<file path="config.mk">
export PLATFORM = sky130hd
export DESIGN_NAME = cmt_trace_fifo_flat
export DESIGN_NICKNAME = d
export VERILOG_FILES = /design/src/rtl/cmt_trace_fifo_if.sv /design/src/rtl/cmt_trace_fifo.sv /design/src/flat_wrapper.sv
export SDC_FILE = /design/constraint.sdc
export NUM_CORES = 2
export LEC_CHECK = 0
export CAP_MARGIN = 40
export CORE_ASPECT_RATIO = 0.8
export CORE_UTILIZATION = 63
export CTS_CLUSTER_SIZE = 20
export DETAILED_ROUTE_END_ITERATION = 16
export PLACE_DENSITY_LB_ADDON = 0.2
export SYNTH_ARGS = -nofsm -noshare
export SYNTH_HDL_FRONTEND = slang
export SYNTH_SLANG_ARGS = --single-unit
</file>
<file path="constraint.sdc">
create_clock -name clk -period 53.5 [get_ports clk]
set_input_delay 5.35 -clock clk [delete_from_list [all_inputs] [get_ports clk]]
set_output_delay 5.35 -clock clk [all_outputs]
set_load 0.01 [all_outputs]
</file>
<file path="src/rtl/cmt_trace_fifo_if.sv">
// Commit-trace bundle between the commit stage, the trace FIFO and its consumer.
//   Commit side : trace_en, cmt_valid0/1, cmt_inst0/1, cmt_excp0/1 (slot0 older)
//   Trace side  : trace_valid/trace_ready handshake, trace_inst/excp/seq head record
//   Status      : drop_cnt (saturating), overflow (sticky)
// slave modport is the FIFO; master modport is the surrounding environment.
interface cmt_trace_fifo_if #(
   parameter int unsigned SEQ_W  = 32,
   parameter int unsigned DROP_W = 16
);
   logic              trace_en;
   logic              cmt_valid0;
   logic [31:0]       cmt_inst0;
   logic [6:0]        cmt_excp0;
   logic              cmt_valid1;
   logic [31:0]       cmt_inst1;
   logic [6:0]        cmt_excp1;
   logic              trace_valid;
   logic              trace_ready;
   logic [31:0]       trace_inst;
   logic [6:0]        trace_excp;
   logic [SEQ_W-1:0]  trace_seq;
   logic [DROP_W-1:0] drop_cnt;
   logic              overflow;

   modport slave (
      input  trace_en, cmt_valid0, cmt_inst0, cmt_excp0,
      input  cmt_valid1, cmt_inst1, cmt_excp1, trace_ready,
      output trace_valid, trace_inst, trace_excp, trace_seq, drop_cnt, overflow
   );

   modport master (
      output trace_en, cmt_valid0, cmt_inst0, cmt_excp0,
      output cmt_valid1, cmt_inst1, cmt_excp1, trace_ready,
      input  trace_valid, trace_inst, trace_excp, trace_seq, drop_cnt, overflow
   );
endinterface

</file>
<file path="src/rtl/cmt_trace_fifo.sv">
// Commit-trace capture FIFO. Accepts up to two commits per cycle in program order,
// tags each with a sequence number, emits one record per cycle over valid/ready and
// counts commits lost to overflow.
//   clk  : clock, all state on posedge
//   rst  : asynchronous active-high reset
//   bus  : cmt_trace_fifo_if.slave (commit inputs, trace outputs, drop status)
module cmt_trace_fifo #(
   parameter int unsigned DEPTH  = 16,
   parameter int unsigned SEQ_W  = 32,
   parameter int unsigned DROP_W = 16
) (
   input logic             clk,
   input logic             rst,
   cmt_trace_fifo_if.slave bus
);
   localparam int unsigned PTR_W = $clog2(DEPTH);
   localparam int unsigned CNT_W = PTR_W + 1;
   localparam int unsigned SUM_W = DROP_W + 1;

   logic [31:0]      inst_mem [DEPTH];
   logic [6:0]       excp_mem [DEPTH];
   logic [SEQ_W-1:0] seq_mem  [DEPTH];

   logic [PTR_W-1:0]  wr_q, wr_d, rd_q, rd_d;
   logic [CNT_W-1:0]  count_q, count_d, free;
   logic [SEQ_W-1:0]  seq_q, seq_d;
   logic [DROP_W-1:0] drop_q, drop_d;
   logic              ovf_q, ovf_d;

   logic              v0, v1, pop;
   logic [1:0]        n, k, drops;
   logic [31:0]       first_inst;
   logic [6:0]        first_excp;
   logic [SUM_W-1:0]  drop_sum;

   always_comb begin
      v0         = bus.trace_en & bus.cmt_valid0;
      v1         = bus.trace_en & bus.cmt_valid1;
      n          = {1'b0, v0} + {1'b0, v1};
      // Oldest valid commit goes first; a lone slot1 commit takes the first position.
      first_inst = v0 ? bus.cmt_inst0 : bus.cmt_inst1;
      first_excp = v0 ? bus.cmt_excp0 : bus.cmt_excp1;
      // Space is judged on the pre-pop occupancy: a same-cycle pop frees nothing.
      free       = CNT_W'(DEPTH) - count_q;
      k          = (free >= {{(CNT_W-2){1'b0}}, n}) ? n : free[1:0];
      drops      = n - k;
      pop        = (count_q != '0) && bus.trace_ready;
      count_d    = count_q + CNT_W'(k) - CNT_W'(pop);
      wr_d       = wr_q + PTR_W'(k);
      rd_d       = rd_q + PTR_W'(pop);
      // Dropped commits still consume sequence numbers so gaps mark the loss.
      seq_d      = seq_q + SEQ_W'(n);
      drop_sum   = {1'b0, drop_q} + SUM_W'(drops);
      drop_d     = drop_sum[DROP_W] ? '1 : drop_sum[DROP_W-1:0];
      ovf_d      = ovf_q | (drops != 2'd0);
   end

   always_ff @(posedge clk or posedge rst) begin
      if (rst) begin
         wr_q    <= '0;
         rd_q    <= '0;
         count_q <= '0;
         seq_q   <= '0;
         drop_q  <= '0;
         ovf_q   <= 1'b0;
      end else begin
         wr_q    <= wr_d;
         rd_q    <= rd_d;
         count_q <= count_d;
         seq_q   <= seq_d;
         drop_q  <= drop_d;
         ovf_q   <= ovf_d;
      end
   end

   always_ff @(posedge clk or posedge rst) begin
      if (rst) begin
         for (int unsigned i = 0; i < DEPTH; i++) begin
            inst_mem[i] <= '0;
            excp_mem[i] <= '0;
            seq_mem[i]  <= '0;
         end
      end else begin
         if (k != 2'd0) begin
            inst_mem[wr_q] <= first_inst;
            excp_mem[wr_q] <= first_excp;
            seq_mem[wr_q]  <= seq_q;
         end
         // k == 2 only when both slots are valid, so the second entry is always slot1.
         if (k == 2'd2) begin
            inst_mem[wr_q + PTR_W'(1)] <= bus.cmt_inst1;
            excp_mem[wr_q + PTR_W'(1)] <= bus.cmt_excp1;
            seq_mem[wr_q + PTR_W'(1)]  <= seq_q + SEQ_W'(1);
         end
      end
   end

   assign bus.trace_valid = (count_q != '0);
   assign bus.trace_inst  = inst_mem[rd_q];
   assign bus.trace_excp  = excp_mem[rd_q];
   assign bus.trace_seq   = seq_mem[rd_q];
   assign bus.drop_cnt    = drop_q;
   assign bus.overflow    = ovf_q;
endmodule
</file>
<file path="src/flat_wrapper.sv">
// flat-port wrapper written by rule: the top's interface ports become plain ports
module cmt_trace_fifo_flat 
#(
   parameter int unsigned DEPTH  = 16,
   parameter int unsigned SEQ_W  = 32,
   parameter int unsigned DROP_W = 16
)
  (clk, rst, bus_trace_en, bus_cmt_valid0, bus_cmt_inst0, bus_cmt_excp0, bus_cmt_valid1, bus_cmt_inst1, bus_cmt_excp1, bus_trace_ready, bus_trace_valid, bus_trace_inst, bus_trace_excp, bus_trace_seq, bus_drop_cnt, bus_overflow);
  cmt_trace_fifo_if #(.SEQ_W(SEQ_W), .DROP_W(DROP_W)) bus_i ();
  input logic clk;
  input logic rst;
  input wire logic [$bits(bus_i.trace_en)-1:0] bus_trace_en;
  input wire logic [$bits(bus_i.cmt_valid0)-1:0] bus_cmt_valid0;
  input wire logic [$bits(bus_i.cmt_inst0)-1:0] bus_cmt_inst0;
  input wire logic [$bits(bus_i.cmt_excp0)-1:0] bus_cmt_excp0;
  input wire logic [$bits(bus_i.cmt_valid1)-1:0] bus_cmt_valid1;
  input wire logic [$bits(bus_i.cmt_inst1)-1:0] bus_cmt_inst1;
  input wire logic [$bits(bus_i.cmt_excp1)-1:0] bus_cmt_excp1;
  input wire logic [$bits(bus_i.trace_ready)-1:0] bus_trace_ready;
  output wire logic [$bits(bus_i.trace_valid)-1:0] bus_trace_valid;
  output wire logic [$bits(bus_i.trace_inst)-1:0] bus_trace_inst;
  output wire logic [$bits(bus_i.trace_excp)-1:0] bus_trace_excp;
  output wire logic [$bits(bus_i.trace_seq)-1:0] bus_trace_seq;
  output wire logic [$bits(bus_i.drop_cnt)-1:0] bus_drop_cnt;
  output wire logic [$bits(bus_i.overflow)-1:0] bus_overflow;
  assign bus_i.trace_en = bus_trace_en;
  assign bus_i.cmt_valid0 = bus_cmt_valid0;
  assign bus_i.cmt_inst0 = bus_cmt_inst0;
  assign bus_i.cmt_excp0 = bus_cmt_excp0;
  assign bus_i.cmt_valid1 = bus_cmt_valid1;
  assign bus_i.cmt_inst1 = bus_cmt_inst1;
  assign bus_i.cmt_excp1 = bus_cmt_excp1;
  assign bus_i.trace_ready = bus_trace_ready;
  assign bus_trace_valid = bus_i.trace_valid;
  assign bus_trace_inst = bus_i.trace_inst;
  assign bus_trace_excp = bus_i.trace_excp;
  assign bus_trace_seq = bus_i.trace_seq;
  assign bus_drop_cnt = bus_i.drop_cnt;
  assign bus_overflow = bus_i.overflow;
  cmt_trace_fifo #(.DEPTH(DEPTH), .SEQ_W(SEQ_W), .DROP_W(DROP_W)) u_core (.clk(clk), .rst(rst), .bus(bus_i));
endmodule
</file>
==> summary.md <==
| Metric | Value |
|---|---|
| Ys flop type | `dfrtp_1` |
| Core Area | `0.106 mm^2` |
| Synth Area per Inst | `9.92 um^2` |
| FMAX | `85.5 MHz` |
| Pwr Density | `58.0 mW/mm^2` |
| Min-delay worst type | `reg -> reg` |
| CP max FO | `48` |
| Cell with the most instances after synthesis | `dfrtp_1` |
| Pleak | `slightly below 30 nW` |
| FF+latch count, synth | `1,198` |
| Number of setup violations in the final report | `0` |
| Via count of the routed design | `57,200` |
| Row Count | `107` |
| Routed WL | `approximately 230,000 um` |
| Synth warn | `0` |
| Setup_tns | `0 ns` |
| Antenna-violating nets left | `0` |
| Reg-to-reg startpoint | `u_core.count_q[0]$_DFF_PP0_` |
| Area leader, netlist | `dfrtp_1` |
| Clock Tree Root | `clkbuf_16` |
| Vias per cell | `7.14` |
| CTS tree | `done` |
| Mapped cell area | `~0.068 mm^2` |
| Synth cell types | `58` |
| # nets final | `around 6,600` |
| Vias in the first global route | `~55,000` |
| DRT Pass-1 Iters | `9` |
| Sequential share of the synthesized area | `roughly 44%` |
| Endpoints failing hold | `0` |
| Setup crit end kind | `output pin` |
| WL per Instance | `28.6 um` |
| HPWL Detailed | `133,000 um` |
| Cells on Worst Hold Path | `1` |
| Top cells by area, synth | `dfrtp_1 (44%), mux2i_1 (15%), nand2_1 (6.4%), o21ai_0 (5.6%), mux4_2 (4.7%)` |
| Clk buf depth | `3` |
| Postcts setup bufs | `0` |
| Share of post-route cells with drive strength above 1 | `between 10% and 20%` |
| Worst skew pair latency | `0.79 ns` |
| Reg2Reg Depth | `16` |
| Die area | `0.109 mm^2` |
| CP Data Arrival Time | `6.34 ns` |
| Worst Setup SP | `u_core.rd_q[0]$_DFF_PP0_` |
| Commonest cells in the netlist | `dfrtp_1 (1,198), nand2_1 (1,147), mux2i_1 (1,015)` |
| Clock Sinks | `1,198` |
| Number of synthesized flops with an enable pin | `0` |
| Data required, critical path | `48.15 ns` |
| Initial antenna violation count | `7` |
| Final min period | `11.69 ns` |
| Final RePlAce weighted congestion | `~0.95` |
| Final period util | `21.9%` |
| Post-CTS sizing | `0` |
| Gr usage total | `a little over two fifths` |
| First-pass GRT wire length | `roughly 350,000 um` |
| Largest net degree at the start of global routing | `191` |
| WS Path Type | `reg -> out` |
| Synth top area share | `44.4%` |
| RSZ-0062 raised after global routing | `false` |
| Worst hold endpoint | `u_core.bus.overflow$_DFF_PP0_` |
| Slack of the worst reg-to-reg path | `48.08 ns` |
| Max_cap viols | `0` |
| Area delta synth->final | `9.84%` |
| Status | `finished, final reports clean` |
| Final setup skew | `between 0.02 and 0.03 ns` |
| I/O Pins | `173` |
| FF-to-FF End | `u_core.bus.drop_cnt[1]$_DFF_PP0_` |
| Residual DRC | `0` |
| Worst hold path startpoint | `u_core.bus.overflow$_DFF_PP0_` |
| Post-Syn Instances | `a little under 7,000` |
| DR iter-0 viols | `8,991` |
| CTS Hold Buffers Added | `0` |
| Startpoint types | `register` |
| Htree depth | `4` |
| Port-buffer cells | `172` |
| Syn_nets | `6,922` |
| CTS Buf Count | `130` |
| Die X-Extent | `~370 um` |
| Hold slack | `0.485 ns` |
| Grt total ovfl | `0` |
| Synth async-reset ratio | `100%` |
| Slew Limit Fails | `0` |
| Worst vdd ir | `0.0000403 V` |
| Worst-path clk slew | `0.06 ns` |
| Slew headroom | `19.8%` |
| Die Y | `~290 um` |
| Fill cells | `7,727` |
| Initial Util | `63.5%` |
| Worst-margin pin slew | `1.20 ns` |
area by class of cell:
class	count	area, um^2	share of cell area [%]
repair buffers	362	4150	5.59
inverters	27	109	0.147
flip-flops and latches	1198	30000	40.4
diodes	4	10.0	0.0135
clock inverters	34	362	0.487
clock buffers	195	3910	5.26
multi-input cells	4778	33900	45.7
well taps	1417	1770	2.39
worst max-delay path by stage:
stage | cells past startpoint | endpoint | slack (ns)
finish | 12 | bus_trace_seq[7] | 41.81
global route | 11 | bus_trace_seq[26] | 41.53
CTS | 12 | bus_trace_seq[7] | 41.84
detailed placement | 19 | u_core.bus.drop_cnt[8]$_DFF_PP0_ | 42.06
global placement | 19 | u_core.bus.drop_cnt[8]$_DFF_PP0_ | 42.21
floorplan | 1 | u_core.bus.drop_cnt[0]$_DFF_PP0_ | 14.40
flip-flops by register name, indices dropped and copies added (netlist names):
name	flops
u_core.inst_mem	512
u_core.seq_mem	512
u_core.excp_mem	112
u_core.seq_q	32
u_core.bus.drop_cnt	16
u_core.count_q	5
u_core.rd_q	4
u_core.wr_q	4
u_core.bus.overflow	1
routing by layer:
metal	GRT usage (%)	share of wire, %
met2	59.0	42
met1	59.2	39
met5	0.393	0.035
met3	13.3	14
met4	18.6	4.7
per-stage QoR:
step,utilization [%],cell area (um^2),std cells,worst slack (ns),power [mW]
2_1_floorplan,-,67600,6812,14.40,2.70
3_5_place_dp,65.7,69900,7781,42.06,3.33
6_report,69.7,74200,8015,41.81,4.30
4_1_cts,69.7,74200,8010,41.84,4.25
3_3_place_gp,64.3,68500,7714,42.21,3.22
5_1_grt,69.7,74200,8013,41.53,4.49
critical path, stage by stage, from the launching register on:
cell and delay [ns]:
dfrtp_4 0.76, buf_4 0.64, buf_4 0.51, buf_16 0.33, buf_4 0.47, buf_12 0.31
buf_4 0.77, mux2_2 0.41, o21ai_0 0.15, a21oi_1 0.08, o21ai_0 0.23, nand2_1 0.19
clkdlybuf4s50_1 0.53
power breakdown:
part | internal, mW | switching (mW)
clock | 0.534 | 0.388
combinational | 0.865 | 0.997
sequential | 1.28 | 0.243
layout by cell type, fill, tap and decap left out, types with 8 or more instances in the layout:
cell type / Yosys / layout
dfrtp_1: 1198 / 1194
clkbuf_8: 0 / 26
nand2_1: 1147 / 1145
and3_1: 26 / 16
clkbuf_16: 0 / 137
or3_1: 20 / 20
xor2_1: 20 / 20
buf_12: 0 / 13
a221oi_1: 151 / 151
ha_1: 22 / 22
and3_4: 0 / 10
nand2b_1: 9 / 9
nor2b_1: 9 / 8
inv_1: 22 / 21
mux2_2: 112 / 112
clkinv_2: 0 / 17
nor2_1: 64 / 64
and2_1: 11 / 10
a22oi_1: 71 / 71
nor3_1: 123 / 123
o21ai_0: 758 / 758
o21ai_1: 290 / 290
a21oi_1: 340 / 340
o221a_2: 175 / 175
xnor2_1: 42 / 42
or2_4: 0 / 11
clkdlybuf4s50_1: 0 / 172
buf_16: 0 / 39
nand4_1: 13 / 13
buf_4: 110 / 127
mux2i_1: 1015 / 1014
a211oi_1: 39 / 39
nand3_1: 62 / 62
clkbuf_1: 399 / 32
mux4_2: 142 / 142
o221a_1: 41 / 41
cell families after synthesis:
kind of cell / after synthesis / share of synthesized area [%]
compound gates: 1894 / 17.4
simple gates: 1526 / 9.44
mux: 1269 / 21.6
flops: 1198 / 44.4
buf+inv: 836 / 5.77
xor+xnor: 63 / 0.828
fa+ha+maj: 26 / 0.526
Note: power is estimated with default switching activity, not from simulation.
